--- config.mk ---
export PLATFORM = sky130hd
export DESIGN_NAME = pc_sequencer_flat
export DESIGN_NICKNAME = d
export VERILOG_FILES = /design/src/rtl/pc_sequencer_if.sv /design/src/rtl/pc_sequencer.sv /design/src/flat_wrapper.sv
export SDC_FILE = /design/constraint.sdc
export NUM_CORES = 1
export LEC_CHECK = 0
export ABC_AREA = 1
export BUFFER_PORTS_ARGS = -buffer_cell sky130_fd_sc_hd__buf_2
export CAP_MARGIN = 20
export CORE_UTILIZATION = 30
export CTS_CLUSTER_SIZE = 25
export DETAILED_ROUTE_END_ITERATION = 8
export PLACE_DENSITY = 0.5
export SYNTH_ARGS = -nofsm -noshare
export SYNTH_HDL_FRONTEND = slang
export SYNTH_SLANG_ARGS = --single-unit
--- constraint.sdc ---
create_clock -name clk -period 9.1 [get_ports clk]
set_clock_uncertainty 0.1 [all_clocks]
set_input_delay 0.455 -clock clk [delete_from_list [all_inputs] [get_ports clk]]
set_output_delay 0.455 -clock clk [all_outputs]
set_load 0.05 [all_outputs]
--- src/rtl/pc_sequencer_if.sv ---
// Control-unit to PC-sequencer bus: commit strobe, PC-source controls, flags,
// and the sequencer's PC and stack status.
interface pc_sequencer_if #(
    parameter int ADDR_WIDTH  = 32,
    parameter int STACK_DEPTH = 8
);
    localparam int CW = $clog2(STACK_DEPTH) + 1;

    logic                  write_pc;
    logic [2:0]            branch;
    logic                  push;
    logic                  pop;
    logic                  add_pc;
    logic                  brfl_control;
    logic [3:0]            flags;
    logic [3:0]            flag_mask;
    logic [ADDR_WIDTH-1:0] target;
    logic [ADDR_WIDTH-1:0] pc;
    logic                  halted;
    logic                  stack_ovf;
    logic                  stack_unf;
    logic [CW-1:0]         stack_count;

    modport master (
        output write_pc, branch, push, pop, add_pc, brfl_control,
               flags, flag_mask, target,
        input  pc, halted, stack_ovf, stack_unf, stack_count
    );

    modport slave (
        input  write_pc, branch, push, pop, add_pc, brfl_control,
               flags, flag_mask, target,
        output pc, halted, stack_ovf, stack_unf, stack_count
    );
endinterface

--- src/rtl/pc_sequencer.sv ---
// Program counter with a hardware call/return stack, flag branches and a
// sticky halt; all state changes on a rising edge of the commit strobe.
module pc_sequencer #(
    parameter int ADDR_WIDTH  = 32,
    parameter int STACK_DEPTH = 8
) (
    input  logic             clk,
    input  logic             rst_n,
    pc_sequencer_if.slave    bus
);
    localparam int CW = $clog2(STACK_DEPTH) + 1;
    localparam int PW = $clog2(STACK_DEPTH);

    localparam logic [2:0] BR_JUMP = 3'b010;
    localparam logic [2:0] BR_FLAG = 3'b100;
    localparam logic [2:0] BR_HALT = 3'b101;

    typedef enum logic [0:0] {ST_RUN = 1'b0, ST_HALT = 1'b1} state_t;

    state_t                state_r, state_n_s;
    logic [ADDR_WIDTH-1:0] pc_r, pc_n_s;
    logic [CW-1:0]         count_r, count_n_s;
    logic                  ovf_r, ovf_n_s;
    logic                  unf_r, unf_n_s;
    logic                  write_pc_q_r;
    logic                  armed_r;
    logic [ADDR_WIDTH-1:0] stack_r [STACK_DEPTH];

    logic                  commit_s;
    logic                  full_s;
    logic                  empty_s;
    logic                  flag_hit_s;
    logic [PW-1:0]         top_idx_s;
    logic [ADDR_WIDTH-1:0] pc_inc_s;
    logic                  stack_we_s;
    logic [PW-1:0]         stack_wa_s;

    // armed_r blocks a strobe that was already high when reset released.
    assign commit_s   = bus.write_pc & ~write_pc_q_r & armed_r;
    assign full_s     = (count_r == CW'(STACK_DEPTH));
    assign empty_s    = (count_r == CW'(1'b0));
    assign flag_hit_s = |(bus.flags & bus.flag_mask);
    assign top_idx_s  = count_r[PW-1:0] - PW'(1'b1);
    assign pc_inc_s   = pc_r + ADDR_WIDTH'(1'b1);
    assign stack_wa_s = count_r[PW-1:0];

    // Next-state and commit action decode, first matching action wins.
    always_comb begin
        state_n_s  = state_r;
        pc_n_s     = pc_r;
        count_n_s  = count_r;
        ovf_n_s    = ovf_r;
        unf_n_s    = unf_r;
        stack_we_s = 1'b0;
        case (state_r)
            ST_RUN: begin
                if (commit_s) begin
                    if (bus.branch == BR_HALT) begin
                        state_n_s = ST_HALT;
                    end else if (bus.push) begin
                        if (!full_s) begin
                            stack_we_s = 1'b1;
                            count_n_s  = count_r + CW'(1'b1);
                            pc_n_s     = bus.target;
                        end else begin
                            ovf_n_s = 1'b1;
                            pc_n_s  = pc_inc_s;
                        end
                    end else if (bus.pop) begin
                        if (!empty_s) begin
                            count_n_s = count_r - CW'(1'b1);
                            pc_n_s    = stack_r[top_idx_s] + ADDR_WIDTH'(bus.add_pc);
                        end else begin
                            unf_n_s = 1'b1;
                            pc_n_s  = pc_inc_s;
                        end
                    end else if (bus.branch == BR_JUMP) begin
                        pc_n_s = bus.target;
                    end else if ((bus.branch == BR_FLAG) && bus.brfl_control && flag_hit_s) begin
                        pc_n_s = bus.target;
                    end else begin
                        pc_n_s = pc_inc_s;
                    end
                end else begin
                    state_n_s = ST_RUN;
                end
            end
            ST_HALT: state_n_s = ST_HALT;
            default: state_n_s = ST_RUN;
        endcase
    end

    // Architectural state registers with asynchronous reset.
    always_ff @(posedge clk or negedge rst_n) begin
        if (!rst_n) begin
            state_r      <= ST_RUN;
            pc_r         <= {ADDR_WIDTH{1'b0}};
            count_r      <= {CW{1'b0}};
            ovf_r        <= 1'b0;
            unf_r        <= 1'b0;
            write_pc_q_r <= 1'b0;
            armed_r      <= 1'b0;
        end else begin
            state_r      <= state_n_s;
            pc_r         <= pc_n_s;
            count_r      <= count_n_s;
            ovf_r        <= ovf_n_s;
            unf_r        <= unf_n_s;
            write_pc_q_r <= bus.write_pc;
            armed_r      <= armed_r | ~bus.write_pc;
        end
    end

    // Return-stack storage; validity is tracked by count_r alone.
    always_ff @(posedge clk) begin
        if (stack_we_s) begin
            stack_r[stack_wa_s] <= pc_r;
        end
    end

    assign bus.pc          = pc_r;
    assign bus.halted      = (state_r == ST_HALT);
    assign bus.stack_ovf   = ovf_r;
    assign bus.stack_unf   = unf_r;
    assign bus.stack_count = count_r;
endmodule

--- src/flat_wrapper.sv ---
// flat-port wrapper written by rule: the top's interface ports become plain ports
module pc_sequencer_flat 
#(
    parameter int ADDR_WIDTH  = 32,
    parameter int STACK_DEPTH = 8
)
  (clk, rst_n, bus_write_pc, bus_branch, bus_push, bus_pop, bus_add_pc, bus_brfl_control, bus_flags, bus_flag_mask, bus_target, bus_pc, bus_halted, bus_stack_ovf, bus_stack_unf, bus_stack_count);
  pc_sequencer_if #(.ADDR_WIDTH(ADDR_WIDTH), .STACK_DEPTH(STACK_DEPTH)) bus_i ();
  input  logic clk;
  input  logic rst_n;
  input wire logic [$bits(bus_i.write_pc)-1:0] bus_write_pc;
  input wire logic [$bits(bus_i.branch)-1:0] bus_branch;
  input wire logic [$bits(bus_i.push)-1:0] bus_push;
  input wire logic [$bits(bus_i.pop)-1:0] bus_pop;
  input wire logic [$bits(bus_i.add_pc)-1:0] bus_add_pc;
  input wire logic [$bits(bus_i.brfl_control)-1:0] bus_brfl_control;
  input wire logic [$bits(bus_i.flags)-1:0] bus_flags;
  input wire logic [$bits(bus_i.flag_mask)-1:0] bus_flag_mask;
  input wire logic [$bits(bus_i.target)-1:0] bus_target;
  output wire logic [$bits(bus_i.pc)-1:0] bus_pc;
  output wire logic [$bits(bus_i.halted)-1:0] bus_halted;
  output wire logic [$bits(bus_i.stack_ovf)-1:0] bus_stack_ovf;
  output wire logic [$bits(bus_i.stack_unf)-1:0] bus_stack_unf;
  output wire logic [$bits(bus_i.stack_count)-1:0] bus_stack_count;
  assign bus_i.write_pc = bus_write_pc;
  assign bus_i.branch = bus_branch;
  assign bus_i.push = bus_push;
  assign bus_i.pop = bus_pop;
  assign bus_i.add_pc = bus_add_pc;
  assign bus_i.brfl_control = bus_brfl_control;
  assign bus_i.flags = bus_flags;
  assign bus_i.flag_mask = bus_flag_mask;
  assign bus_i.target = bus_target;
  assign bus_pc = bus_i.pc;
  assign bus_halted = bus_i.halted;
  assign bus_stack_ovf = bus_i.stack_ovf;
  assign bus_stack_unf = bus_i.stack_unf;
  assign bus_stack_count = bus_i.stack_count;
  pc_sequencer #(.ADDR_WIDTH(ADDR_WIDTH), .STACK_DEPTH(STACK_DEPTH)) u_core (.clk(clk), .rst_n(rst_n), .bus(bus_i));
endmodule
### After elaboration in Yosys (flattened, before gate mapping)

Memory sizes are Yosys's and may differ from the RTL's.
Cells that the tools add are included.

* magnitude comparators: 0
* shift-type cells: 0
* div/mod/pow operators: 0
* add/subtract/negate cells: 5
* mux-type cells: 20
* multiply operators: 0
* bitwise logic cells: 9
* eq/ne operators: 6
* reductions and logical operators: 9

Operator list (count)
* $mux 32: 6
* $add 32x1->32: 1
* $add 32x1->32 const B: 1
* $mux 4: 4
* $reduce_and 6->1: 2
* $mux 1: 9
* $eq 3x3->1 const B: 2
* $not 1->1: 5
* $reduce_and 5->1: 1
* $add 4x1->4 const B: 1
* $and 4x4->4: 1
* $eq 4x4->1 const B: 1
* $logic_not 4->1: 1
* $ne 2x2->1 const B: 2
* $reduce_or 4->1: 1
* $sub 4x1->4 const B: 1
* $eq 3x2->1 const B: 1
* $reduce_and 3->1: 1
* $sub 3x1->3 const B: 1
* $and 1x1->1: 2
* $logic_and 1x1->1: 2
* $pmux 1 s2: 1
* $reduce_bool 2->1: 1
* $or 1x1->1: 1

* memories kept: 1
* bits in read-only memories: 0
* RAM bits: 256
* output and inout bits: 39
* bits in latches: 0
* bits in registers: 41
* logic and storage cells: 57
* input bits: 50

Memories
* u_core.stack_r: words 8, width 32, read ports 1, clocked after Yosys merged registers in 0, write ports 1, line pc_sequencer.sv:27 `logic [ADDR_WIDTH-1:0] stack_r [STACK_DEPTH];`

### Longest topological paths before layout

Gate-level depths: netlist of the first run.

* depth after elaboration: 8
* depth in mapped cells: 26
* mapped depth without buffers: 19

### Worst setup path before layout of the first run

OpenSTA, ideal clock, no wires.

* kind: reg-to-reg
* start point: register u_core.count_r[0] (netlist: u_core.bus.stack_count[0])
* end point: memory u_core.stack_r[2][0], enable pin
* buffers on the path: 4
* slack: 4.104 ns
* arrival: 4.435 ns
* stages on the path, launching flop included: 14
* cell sequence: dfrtp_1 -> buf_4 -> inv_4 -> buf_4 -> buf_2 -> buf_1 -> ha_1 -> nand2_1 -> nor2_1 -> nor2_1 -> inv_1 -> nor2_1 -> nand2_1 -> nor3_1

* cells in the longest elaborated chain, start to end: 8

RTL lines
* start: declaration: line pc_sequencer.sv:22 `logic [CW-1:0] count_r, count_n_s;`
* start signal: assignment: line pc_sequencer.sv:98 `count_r <= {CW{1'b0}};`
* start signal: assignment: line pc_sequencer.sv:106 `count_r <= count_n_s;`
* $eq 4x4->1: line pc_sequencer.sv:40 `assign full_s = (count_r == CW'(STACK_DEPTH));`
* $mux 1: line pc_sequencer.sv:61 `if (!full_s) begin`
* $mux 1: line pc_sequencer.sv:60 `end else if (bus.push) begin`
* $mux 1: line pc_sequencer.sv:58 `if (bus.branch == BR_HALT) begin`
* $mux 1: line pc_sequencer.sv:57 `if (commit_s) begin`
* $mux 1: line pc_sequencer.sv:55 `case (state_r)`
* $mux 1: line pc_sequencer.sv:116 `if (stack_we_s) begin`
* $mux 1 (not written as such): line pc_sequencer.sv:117 `stack_r[stack_wa_s] <= pc_r;`
* end: declaration: line pc_sequencer.sv:27

Parallel ways exist; a longest one is shown, timed or not.

### Final worst setup path of the first run

* start point: register u_core.count_r[0] (netlist: u_core.bus.stack_count[0])
* end point: register u_core.pc_r[18] (netlist: u_core.bus.pc[18])

* cells in the longest elaborated chain, start to end: 6
* elaborated cells between the ends (all ways): 9
* those cells by class: 2 x add/sub; 1 x eq/ne; 4 x mux; 1 x reduce/logical; 1 x memory

RTL lines
* $sub 3x1->3: line pc_sequencer.sv:43 `assign top_idx_s = count_r[PW-1:0] - PW'(1'b1);`
* $mem_v2 8x32
* $add 32x1->32: line pc_sequencer.sv:72 `pc_n_s = stack_r[top_idx_s] + ADDR_WIDTH'(bus.add_pc);`
* $mux 32: line pc_sequencer.sv:70 `if (!empty_s) begin`
* $mux 32: line pc_sequencer.sv:69 `end else if (bus.pop) begin`
* $mux 32 *: line pc_sequencer.sv:60
* end signal: assignment: line pc_sequencer.sv:97 `pc_r <= {ADDR_WIDTH{1'b0}};`
* end signal: assignment: line pc_sequencer.sv:105 `pc_r <= pc_n_s;`
* end: declaration: line pc_sequencer.sv:21 `logic [ADDR_WIDTH-1:0] pc_r, pc_n_s;`

Every way passes the cells marked *; elsewhere a longest branch is shown, timed or not.
A chain may end at the register's enable or synchronous reset.

==> results.yml, run 1 <==
clock_tree:
  cts_tree: "yes"
  cts_root_buffer: "clkbuf_16"
  clock_latency_ps: 590
  post-cts-setup-buffer-count: 0
  numCtsBuffers: 31
  cts.clk_slew.worst_paths_ps: 60
  htreeDepth: 1
  cts_sinks: 297
  clock_tree.buffer_depth: 3
  post_cts_resized: 0
setup_path:
  timing.rr.end: "u_core.bus.pc[18]$_DFFE_PN0P_"
  endpoint: "u_core.bus.pc[18]$_DFFE_PN0P_"
  max_stage_delay_ps: 890
  crit_start: "u_core.bus.stack_count[0]$_DFFE_PN0P_"
  slowest_stage: "dfrtp_4"
  crit_chain: "inv_4, ha_2, buf_4, inv_2, buf_4, nor2_1, o21ai_0, a31oi_1, ha_1, ha_1, nand3_1, nor2_4, nand3_4, nor2_4, nand2_1, nand3_1, nand3_1, o21a_1"
  r2r_cells: 18
  cp-start-kind: "register"
  reg2reg_from: "u_core.bus.stack_count[0]$_DFFE_PN0P_"
  r2r_setup_slack_ps: 3590
  cp-end-kind: "register"
  cp.required_ps: 9460
  worstSetupPathType: "reg2reg"
  path_max_fanout: 68
  path_common_cell: "nand3_1"
  worstPathArrival_ps: 5870
routing:
  via_count: 11500
  wl_met1_um: 21100
  post-route-drc-count: 0
  via_per_inst: 4.67
  drt_iter0_markers: 902
  wl_met3_um: 2020
  wl_met2_um: 21000
  routed_wl_um: 45000
  ant_nets: 0
  wl_per_cell_um: 18.3
  first_pass_iters: 5
  routed.top_layer: "met4"
synthesis:
  seq_area_frac_synth_pct: 58.0
  synth_top_area_share_pct: 51.2
  synthFlopType: "edfxtp_1"
  synth.avg_cell_area_um2: 8.90
  synth_top_area_cell: "edfxtp_1"
  ys_ff_latch: 297
  yosys.cell_count.top_type: "nand2_1"
  synthCells: 1688
  ys.warnings.count: 0
  ys_async_sr_fraction_pct: 13.8
  syn_area_um2: 15000
  synth_nets: 1746
  synth_edf_count: 256
  synth.area.top_cells: "edfxtp_1 (51%), nand2_1 (15%), dfrtp_1 (6.8%)"
  ys_types: 49
  synth_common_cells: "nand2_1 (584), edfxtp_1 (256), inv_1 (215)"
sta:
  relSlewSlack_pct: 30.4
  fin_crit_ps: 5510
  finalCritPeriodShare_pct: 60.5
  report.final.slew_viol_count: 0
  worst_pin_slew_ps: 1040
  max_freq_ghz: 0.182
  hold_violations: 0
  setup_tns_ps: 0
  rsz0062_at_grt: "no"
  setup_viol: 0
power:
  power.internal_mw: 2.24
  p_sw_share_pct: 20.5
  pwr-share-clk_pct: 46.7
  combPwrFrac_pct: 1.5
  max-vdd-ir-drop_mv: 0.132
  powerDensity_nw_per_um2: 164
  seqPwrFrac_pct: 51.8
  power.switching_mw: 0.577
  p_leak_nw: 7.12
placed_design:
  dpl.hpwl_um: 28900
  gp_congestion: 0.944
  portBuffers: 88
run_status:
  status: "completed"
layout:
  ff_latch_area_um2: 8720
  fill_cells: 5079
  multi_input_area_um2: 5140
  layout.nets: 1826
  area_delta_synth_final_pct: 14.4
  layout-drive-gt1-share_pct: 11.9
  antennaDiodeCount: 0
  final_util_pct: 35.0
grt:
  grt_pass1_wl_um: 69200
  grt_remaining_overflow: 0
  grt_max_degree: 79
  grt_antenna_before_repair: 0
  track_usage_pct: 17.9
  grt_pass1_vias: 11400
floorplanning:
  die-area_um2: 51000
  num_rows: 81
  core_um2: 49200
  fp.dieW_um: 226
  start_util_pct: 30.6
  die_h_um: 226
  ios: 89
min_path:
  hold_class: "in2reg"
job:
  maxCapViolCount: 0
-- metrics by stage --
step / cells / total power, mW / hold slack (ps) / area (um2) / worst slack, ps
6_report: 2457 / 2.82 / 83.4 / 17200 / 3590
5_1_grt: 2457 / 2.89 / 107 / 17200 / 3120
4_1_cts: 2457 / 2.85 / 57.7 / 17200 / 3500
3_5_place_dp: 2397 / 1.53 / 356 / 16100 / 3550
3_3_place_gp: 2397 / 1.53 / 340 / 16100 / 3580
2_1_floorplan: 1688 / 1.50 / 59.4 / 15000 / 4100
-- area by class of cell --
| class | instances | area share [%] |
|---|---|---|
| clock buffer | 39 | 4.86 |
| clock inverter | 19 | 1.23 |
| inverter | 221 | 4.86 |
| multi-input combinational | 1106 | 29.9 |
| sequential | 297 | 50.7 |
| tap | 664 | 4.83 |
| timing repair buffer | 111 | 3.60 |
-- worst max-delay path: cells and delay by family, from the launching register on --
kind                     cells  cell delay (ps)
flip-flops                   1              890
AND/OR/NAND/NOR              8             1060
AO/OA/AOI/OAI                3              430
adder cells (fa/ha/maj)      3              860
buffers and inverters        4             1810
-- power groups by stage --
stage / clock (mW) / combinational [mW] / sequential (mW)
finish: 1.32 / 0.0409 / 1.46
floorplan: 0 / 0.0157 / 1.49
global route: 1.39 / 0.0450 / 1.46
global placement: 0 / 0.0404 / 1.49
detailed placement: 0 / 0.0407 / 1.49
CTS: 1.35 / 0.0415 / 1.46
-- registers in the layout, indices dropped and copies added (netlist names) --
register / cells
u_core.bus.stack_ovf: 1
u_core.bus.stack_count: 4
u_core.write_pc_q_r: 1
u_core.bus.pc: 32
u_core.stack_r: 256
u_core.bus.halted: 1
u_core.bus.stack_unf: 1
u_core.armed_r: 1
-- repair_timing --
item / CTS / global route
setup endpoints to repair: 0 / 0
hold endpoints to repair: 43 / 0
hold buffers: 2 / 0
-- kinds of logic after synthesis --
logic type / Yosys count / share of synthesized area [%]
AO/OA/AOI/OAI: 152 / 5.88
AND/OR/NAND/NOR: 924 / 25.8
buffers and inverters: 285 / 8.21
flip-flops: 297 / 58.0
XOR/XNOR: 22 / 1.41
adder cells (fa/ha/maj): 8 / 0.716
-- how the worst min path moves through the flow --
stage / start / end / slack [ps] / cells after the start
3_5_place_dp: u_core.armed_r$_DFF_PN0_ / u_core.armed_r$_DFF_PN0_ / 360 / 2
2_1_floorplan: rst_n / u_core.armed_r$_DFF_PN0_ / 60 / 0
3_3_place_gp: u_core.armed_r$_DFF_PN0_ / u_core.armed_r$_DFF_PN0_ / 340 / 2
4_1_cts: bus_branch[0] / u_core.bus.halted$_DFF_PN0_ / 60 / 3
6_report: bus_branch[0] / u_core.bus.halted$_DFF_PN0_ / 80 / 3
5_1_grt: bus_push / u_core.bus.stack_ovf$_DFFE_PN0P_ / 110 / 3
-- per-layer routing --
metal  up-vias  track usage, %
li1       5641               -
met4         0            4.83
met5         -               0
met2       284            29.4
met3        46            2.03
met1      5498            25.0
-- cell usage in the layout (no fill, tap or decap), types with 31 or more instances in the layout --
cell type / Yosys / routed
dfrtp_1: 41 / 40
a21oi_1: 39 / 39
o21ai_0: 58 / 58
nand3_1: 133 / 133
inv_1: 215 / 215
edfxtp_1: 256 / 256
nor2_1: 128 / 120
buf_2: 28 / 88
nand2_1: 584 / 584
clkbuf_16: 0 / 31
No activity file was read; power rests on OpenSTA's default activity.
==> inputs of run 2 (changes only) <==
--- a/config.mk
+++ b/config.mk
@@ -11,7 +11,7 @@
 export CORE_UTILIZATION = 30
 export CTS_CLUSTER_SIZE = 25
 export DETAILED_ROUTE_END_ITERATION = 8
-export PLACE_DENSITY = 0.5
+export PLACE_DENSITY = 0.52
 export SYNTH_ARGS = -nofsm -noshare
 export SYNTH_HDL_FRONTEND = slang
 export SYNTH_SLANG_ARGS = --single-unit
==> constraint.sdc (replaced) <==
create_clock -name clk -period 4.6 [get_ports clk]
set_clock_uncertainty 0.1 [all_clocks]
set_input_delay 0.23 -clock clk [delete_from_list [all_inputs] [get_ports clk]]
set_output_delay 0.23 -clock clk [all_outputs]
set_load 0.05 [all_outputs]
==> run 2 against run 1 <==
Effect of this change:
- combinational power increased by 140%
- largest power group unchanged
- sequential power rose by 98%
- total power rose by 99%
- global-route usage shrank 0.59 points
- die area is the same
- first-iteration DRC count decreased by 9.8%
- wire length decreased by 2.8%
- clock power grew 98%
- final area grew 1.8%
- register-to-register slack worse by 2700 ps
- sequential share of layout area fell by 0.89 points
- fmax grew 47%
==> results.yml, run 2 (synthesized netlist as in run 1, its figures left out) <==
sta:
  relSlewSlack_pct: 29.3
  setup_tns_ps: 0
  worst_pin_slew_ps: 1060
  finalCritPeriodShare_pct: 81.6
  rsz0062_at_grt: "no"
  hold_violations: 0
  max_freq_ghz: 0.266
  fin_crit_ps: 3750
  report.final.slew_viol_count: 0
  setup_viol: 0
floorplanning:
  num_rows: 81
  fp.dieW_um: 226
  core_um2: 49200
  die_h_um: 226
  ios: 89
  start_util_pct: 30.6
  die-area_um2: 51000
layout:
  largest_reg_flops: 256
  layout-drive-gt1-share_pct: 11.7
  antennaDiodeCount: 0
  area_delta_synth_final_pct: 16.4
  layout_commonest_cell: "nand2_1"
  final_area_um2: 17500
  multi_input_area_um2: 5150
  top_register: "u_core.stack_r"
  ff_latch_area_um2: 8720
  fill_cells: 5019
  final_cell_mix: "nand2_1 (584), edfxtp_1 (256), inv_1 (215)"
  layout.nets: 1854
setup_path:
  r2r_cells: 17
  timing.rr.end: "u_core.bus.pc[14]$_DFFE_PN0P_"
  path_max_fanout: 39
  r2r_setup_slack_ps: 850
  cp-start-kind: "register"
  cp.required_ps: 4970
  worstSetupPathType: "reg2reg"
  worstPathArrival_ps: 4120
  reg2reg_from: "u_core.bus.stack_count[1]$_DFFE_PN0P_"
  cp-end-kind: "register"
min_path:
  worstHoldStart: "bus_target[7]"
  hold-path-cell-count: 5
  hold_class: "in2reg"
  worstHoldEndpoint: "u_core.bus.pc[7]$_DFFE_PN0P_"
clock_tree:
  cts_tree: "yes"
  htreeDepth: 1
  post-cts-setup-buffer-count: 0
  clock_tree.buffer_depth: 3
  numCtsBuffers: 31
  clock_latency_ps: 580
  cts_hold_buffers: 26
  cts.clk_slew.worst_paths_ps: 60
  cts_sinks: 297
  post_cts_resized: 0
  cts_root_buffer: "clkbuf_16"
routing:
  post-route-drc-count: 0
  wl_per_cell_um: 17.6
  routed_wl_um: 43800
  drt_iter0_markers: 814
  first_pass_iters: 5
  via_per_inst: 4.68
  ant_nets: 0
  via_count: 11600
grt:
  grt_max_degree: 91
  grt_pass1_vias: 11300
  grt_remaining_overflow: 0
  grt_pass1_wl_um: 67400
  track_usage_pct: 17.3
  grt_antenna_before_repair: 0
placed_design:
  portBuffers: 88
  dpl.hpwl_um: 28900
  gp_congestion: 0.928
  placed_area_um2: 16200
power:
  combPwrFrac_pct: 1.7
  power.internal_mw: 4.48
  pwr-share-clk_pct: 46.6
  max-vdd-ir-drop_mv: 0.245
  powerDensity_nw_per_um2: 320
  seqPwrFrac_pct: 51.6
  power.switching_mw: 1.12
  p_leak_nw: 7.21
  p_sw_share_pct: 20.0
run_status:
  status: "completed"
job:
  maxCapViolCount: 0
run 2: layout make-up:
| cell class | instances | area share (%) |
|---|---|---|
| clock inverter | 16 | 1.21 |
| sequential | 297 | 49.8 |
| multi-input combinational | 1106 | 29.5 |
| inverter | 221 | 4.77 |
| tap | 664 | 4.75 |
| clock buffer | 41 | 4.76 |
| timing repair buffer | 139 | 5.22 |
run 2: power groups by stage:
stage	combinational [mW]	clock [mW]	sequential, mW
detailed placement	0.0806	0	2.94
global placement	0.0797	0	2.94
finish	0.0968	2.61	2.89
CTS	0.0979	2.65	2.89
floorplan	0.0310	0	2.94
global route	0.106	2.75	2.89
run 2: worst max-delay path by stage:
stage | startpoint | to
2_1_floorplan | u_core.bus.stack_count[0]$_DFFE_PN0P_ | u_core.bus.pc[24]$_DFFE_PN0P_
3_3_place_gp | u_core.bus.stack_count[1]$_DFFE_PN0P_ | u_core.bus.pc[28]$_DFFE_PN0P_
3_5_place_dp | u_core.bus.stack_count[1]$_DFFE_PN0P_ | u_core.bus.pc[28]$_DFFE_PN0P_
4_1_cts | u_core.bus.stack_count[1]$_DFFE_PN0P_ | u_core.bus.pc[28]$_DFFE_PN0P_
5_1_grt | u_core.bus.stack_count[1]$_DFFE_PN0P_ | u_core.bus.pc[26]$_DFFE_PN0P_
6_report | u_core.bus.stack_count[1]$_DFFE_PN0P_ | u_core.bus.pc[14]$_DFFE_PN0P_
run 2: per-layer routing:
layer  wire length, um  vias up  part of all wire, %  track usage [%]
met5                 0        -                    0                0
met4               992        0                  2.3             4.94
met3              2220       54                  5.1             2.08
met2             20500      322                   47             28.8
met1             20100     5563                   46             23.7
li1                  -     5690                    -                -
run 2: through the flow:
stage / hold WS (ps) / power (mW) / instances / utilization (%) / worst slack, ps
5_1_grt: 25.2 / 5.74 / 2484 / 35.6 / 392
4_1_cts: 1.30 / 5.64 / 2484 / 35.6 / 830
6_report: 5.91 / 5.59 / 2484 / 35.6 / 846
3_5_place_dp: 269 / 3.02 / 2401 / 32.9 / 813
2_1_floorplan: -166 / 2.97 / 1688 / - / 382
3_3_place_gp: 271 / 3.02 / 2401 / 32.9 / 889
run 2: critical path, cell delays in order, from the launching register on:
cell and delay [ps]:
dfrtp_1 430, inv_1 190, ha_2 400, buf_4 420
o21ai_0 160, o22ai_1 200, nor2_1 60, a31oi_1 180
ha_1 210, ha_1 190, nand3_1 150, nor2_4 250
nand3_4 140, nor2_2 190, nand2_1 70, nand3_1 80
nand3_1 70, o21a_1 120
==> inputs of run 3 (changes only) <==
--- a/config.mk
+++ b/config.mk
@@ -11,7 +11,7 @@
 export CORE_UTILIZATION = 30
 export CTS_CLUSTER_SIZE = 25
 export DETAILED_ROUTE_END_ITERATION = 8
-export PLACE_DENSITY = 0.52
+export PLACE_DENSITY = 0.5
 export SYNTH_ARGS = -nofsm -noshare
 export SYNTH_HDL_FRONTEND = slang
 export SYNTH_SLANG_ARGS = --single-unit
==> constraint.sdc (replaced) <==
create_clock -name clk -period 3.6 [get_ports clk]
set_clock_uncertainty 0.1 [all_clocks]
set_input_delay 0.18 -clock clk [delete_from_list [all_inputs] [get_ports clk]]
set_output_delay 0.18 -clock clk [all_outputs]
set_load 0.05 [all_outputs]
==> run 3 against run 2 <==
Effect of this change:
- first-iteration DRC count decreased by 0.25%
- sequential share of layout area fell by 1.3 points
- combinational power rose by 39%
- global-route usage up 0.66 points
- wire length grew 3.6%
- non-clock buffer count grew 40
- highest routed layer unchanged
==> results.yml, run 3 (synthesized netlist as in run 1, its figures left out) <==
run_status:
  status: "completed"
sta:
  fin_crit_ps: 3230
  worst_pin_slew_ps: 716
  fin_hold_ws_ps: 42.5
  relSlewSlack_pct: 52.2
  worst_slack_ps: 373
  hold_violations: 0
  rsz0062_at_grt: "no"
  setup_viol: 0
  max_freq_ghz: 0.310
  setup_tns_ps: 0
  report.final.slew_viol_count: 0
  finalCritPeriodShare_pct: 89.6
clock_tree:
  cts_sinks: 297
  cts_root_buffer: "clkbuf_16"
  cts.clk_slew.worst_paths_ps: 60
  htreeDepth: 2
  clock_tree.buffer_depth: 3
  clock_latency_ps: 520
  numCtsBuffers: 34
  cts_tree: "yes"
  post_cts_resized: 0
grt:
  grt_max_degree: 115
  grt_pass1_vias: 11500
  grt_pass1_wl_um: 69400
  track_usage_pct: 18.0
  grt_antenna_before_repair: 0
  grt_remaining_overflow: 0
power:
  p_leak_nw: 7.47
  powerDensity_nw_per_um2: 404
  pwr-share-clk_pct: 47.4
  combPwrFrac_pct: 1.9
  max-vdd-ir-drop_mv: 0.266
  power.switching_mw: 1.46
  seqPwrFrac_pct: 50.8
  power.internal_mw: 5.81
  p_sw_share_pct: 20.1
setup_path:
  crit_start: "u_core.bus.stack_count[0]$_DFFE_PN0P_"
  cp-start-kind: "register"
  r2r_setup_slack_ps: 370
  reg2reg_from: "u_core.bus.stack_count[0]$_DFFE_PN0P_"
  endpoint: "u_core.bus.pc[13]$_DFFE_PN0P_"
  timing.rr.end: "u_core.bus.pc[13]$_DFFE_PN0P_"
  r2r_cells: 15
  worstSetupPathType: "reg2reg"
  path_max_fanout: 17
  worstPathArrival_ps: 3540
  cp.required_ps: 3910
  cp-end-kind: "register"
layout:
  area_delta_synth_final_pct: 19.6
  final_area_um2: 18000
  antennaDiodeCount: 0
  top_register: "u_core.stack_r"
  layout.nets: 1897
  final_util_pct: 36.6
  final_cell_mix: "nand2_1 (583), edfxtp_1 (256), inv_1 (215)"
  layout_commonest_cell: "nand2_1"
  largest_reg_flops: 256
  layout-drive-gt1-share_pct: 13.8
placed_design:
  placed_area_um2: 16600
  dpl.hpwl_um: 30000
  dpl_worst_slack_ps: 391
  gp_congestion: 0.914
  portBuffers: 88
min_path:
  hold_class: "in2reg"
  hold-path-cell-count: 4
routing:
  routed_wl_um: 45400
  wl_per_cell_um: 18.0
  via_per_inst: 4.67
  ant_nets: 0
  post-route-drc-count: 0
  via_count: 11800
  first_pass_iters: 5
  drt_iter0_markers: 812
floorplanning:
  die_h_um: 226
  fp.dieW_um: 226
  ios: 89
  core_um2: 49200
  start_util_pct: 30.6
  die-area_um2: 51000
  num_rows: 81
job:
  maxCapViolCount: 0
run 3: cell count changes in the layout (fill, tap and decap cells not counted), moves of 2 or more:
cell,change
buf_4,+31
clkbuf_16,+6
buf_12,+5
dlygate4sd3_1,+4
bufinv_16,-3
clkinv_2,+2
ha_1,-2
inv_6,+2
nand3_1,-2
nand3_2,+2
nor2_2,-2
nor2_4,+2
run 3: area by class of cell:
| cell class | count | area (um2) |
|---|---|---|
| fillers | 5010 | 31200 |
| repair buffers | 179 | 1290 |
| well taps | 664 | 831 |
| clock inverters | 14 | 124 |
| flip-flops and latches | 297 | 8720 |
| clock buffers | 47 | 983 |
| multi-input cells | 1106 | 5190 |
| inverters | 221 | 837 |
run 3: how the worst min path moves through the flow:
stage / start / to / slack (ps)
after floorplan: rst_n / u_core.armed_r$_DFF_PN0_ / -220
after global placement: rst_n / u_core.armed_r$_DFF_PN0_ / 150
after detailed placement: rst_n / u_core.write_pc_q_r$_DFF_PN0_ / 150
after CTS: bus_target[18] / u_core.bus.pc[18]$_DFFE_PN0P_ / 6
after global routing: bus_target[18] / u_core.bus.pc[18]$_DFFE_PN0P_ / 40
final: bus_target[18] / u_core.bus.pc[18]$_DFFE_PN0P_ / 40
run 3: worst max-delay path, stage by stage, from the launching register on:
cell,delay [ps]
dfrtp_4,510
inv_6,80
ha_2,210
xor2_4,250
buf_4,250
inv_4,150
buf_4,200
nand3_1,150
nand2_1,140
nor2_4,160
nand2_2,130
nor2_4,290
nand2_1,170
nand3_1,130
nand3_1,80
o21a_1,110
run 3: repair_timing:
item                      in CTS  in global routing
hold buffers                  30                  0
hold endpoints to repair      50                  0
setup buffers                  0                  0
run 3: stage by stage:
| step | power (mW) | instances |
|---|---|---|
| floorplan | 3.80 | 1688 |
| global placement | 3.87 | 2437 |
| detailed placement | 3.87 | 2437 |
| CTS | 7.35 | 2528 |
| global route | 7.49 | 2528 |
| finish | 7.27 | 2528 |
run 3: power by group through the flow:
stage | Clock [mW] | Combinational [mW] | Sequential, mW
floorplan | 0 | 0.0397 | 3.76
global route | 3.66 | 0.147 | 3.69
CTS | 3.53 | 0.136 | 3.69
detailed placement | 0 | 0.111 | 3.76
finish | 3.44 | 0.135 | 3.69
global placement | 0 | 0.111 | 3.76
run 3: metal layers:
metal	global-route usage, %	vias to the layer above	share of wire, %
li1	-	5780	-
met1	24.5	5683	46
met2	30.3	298	48
met3	2.11	49	4.0
met4	4.74	0	1.9
met5	0	-	0
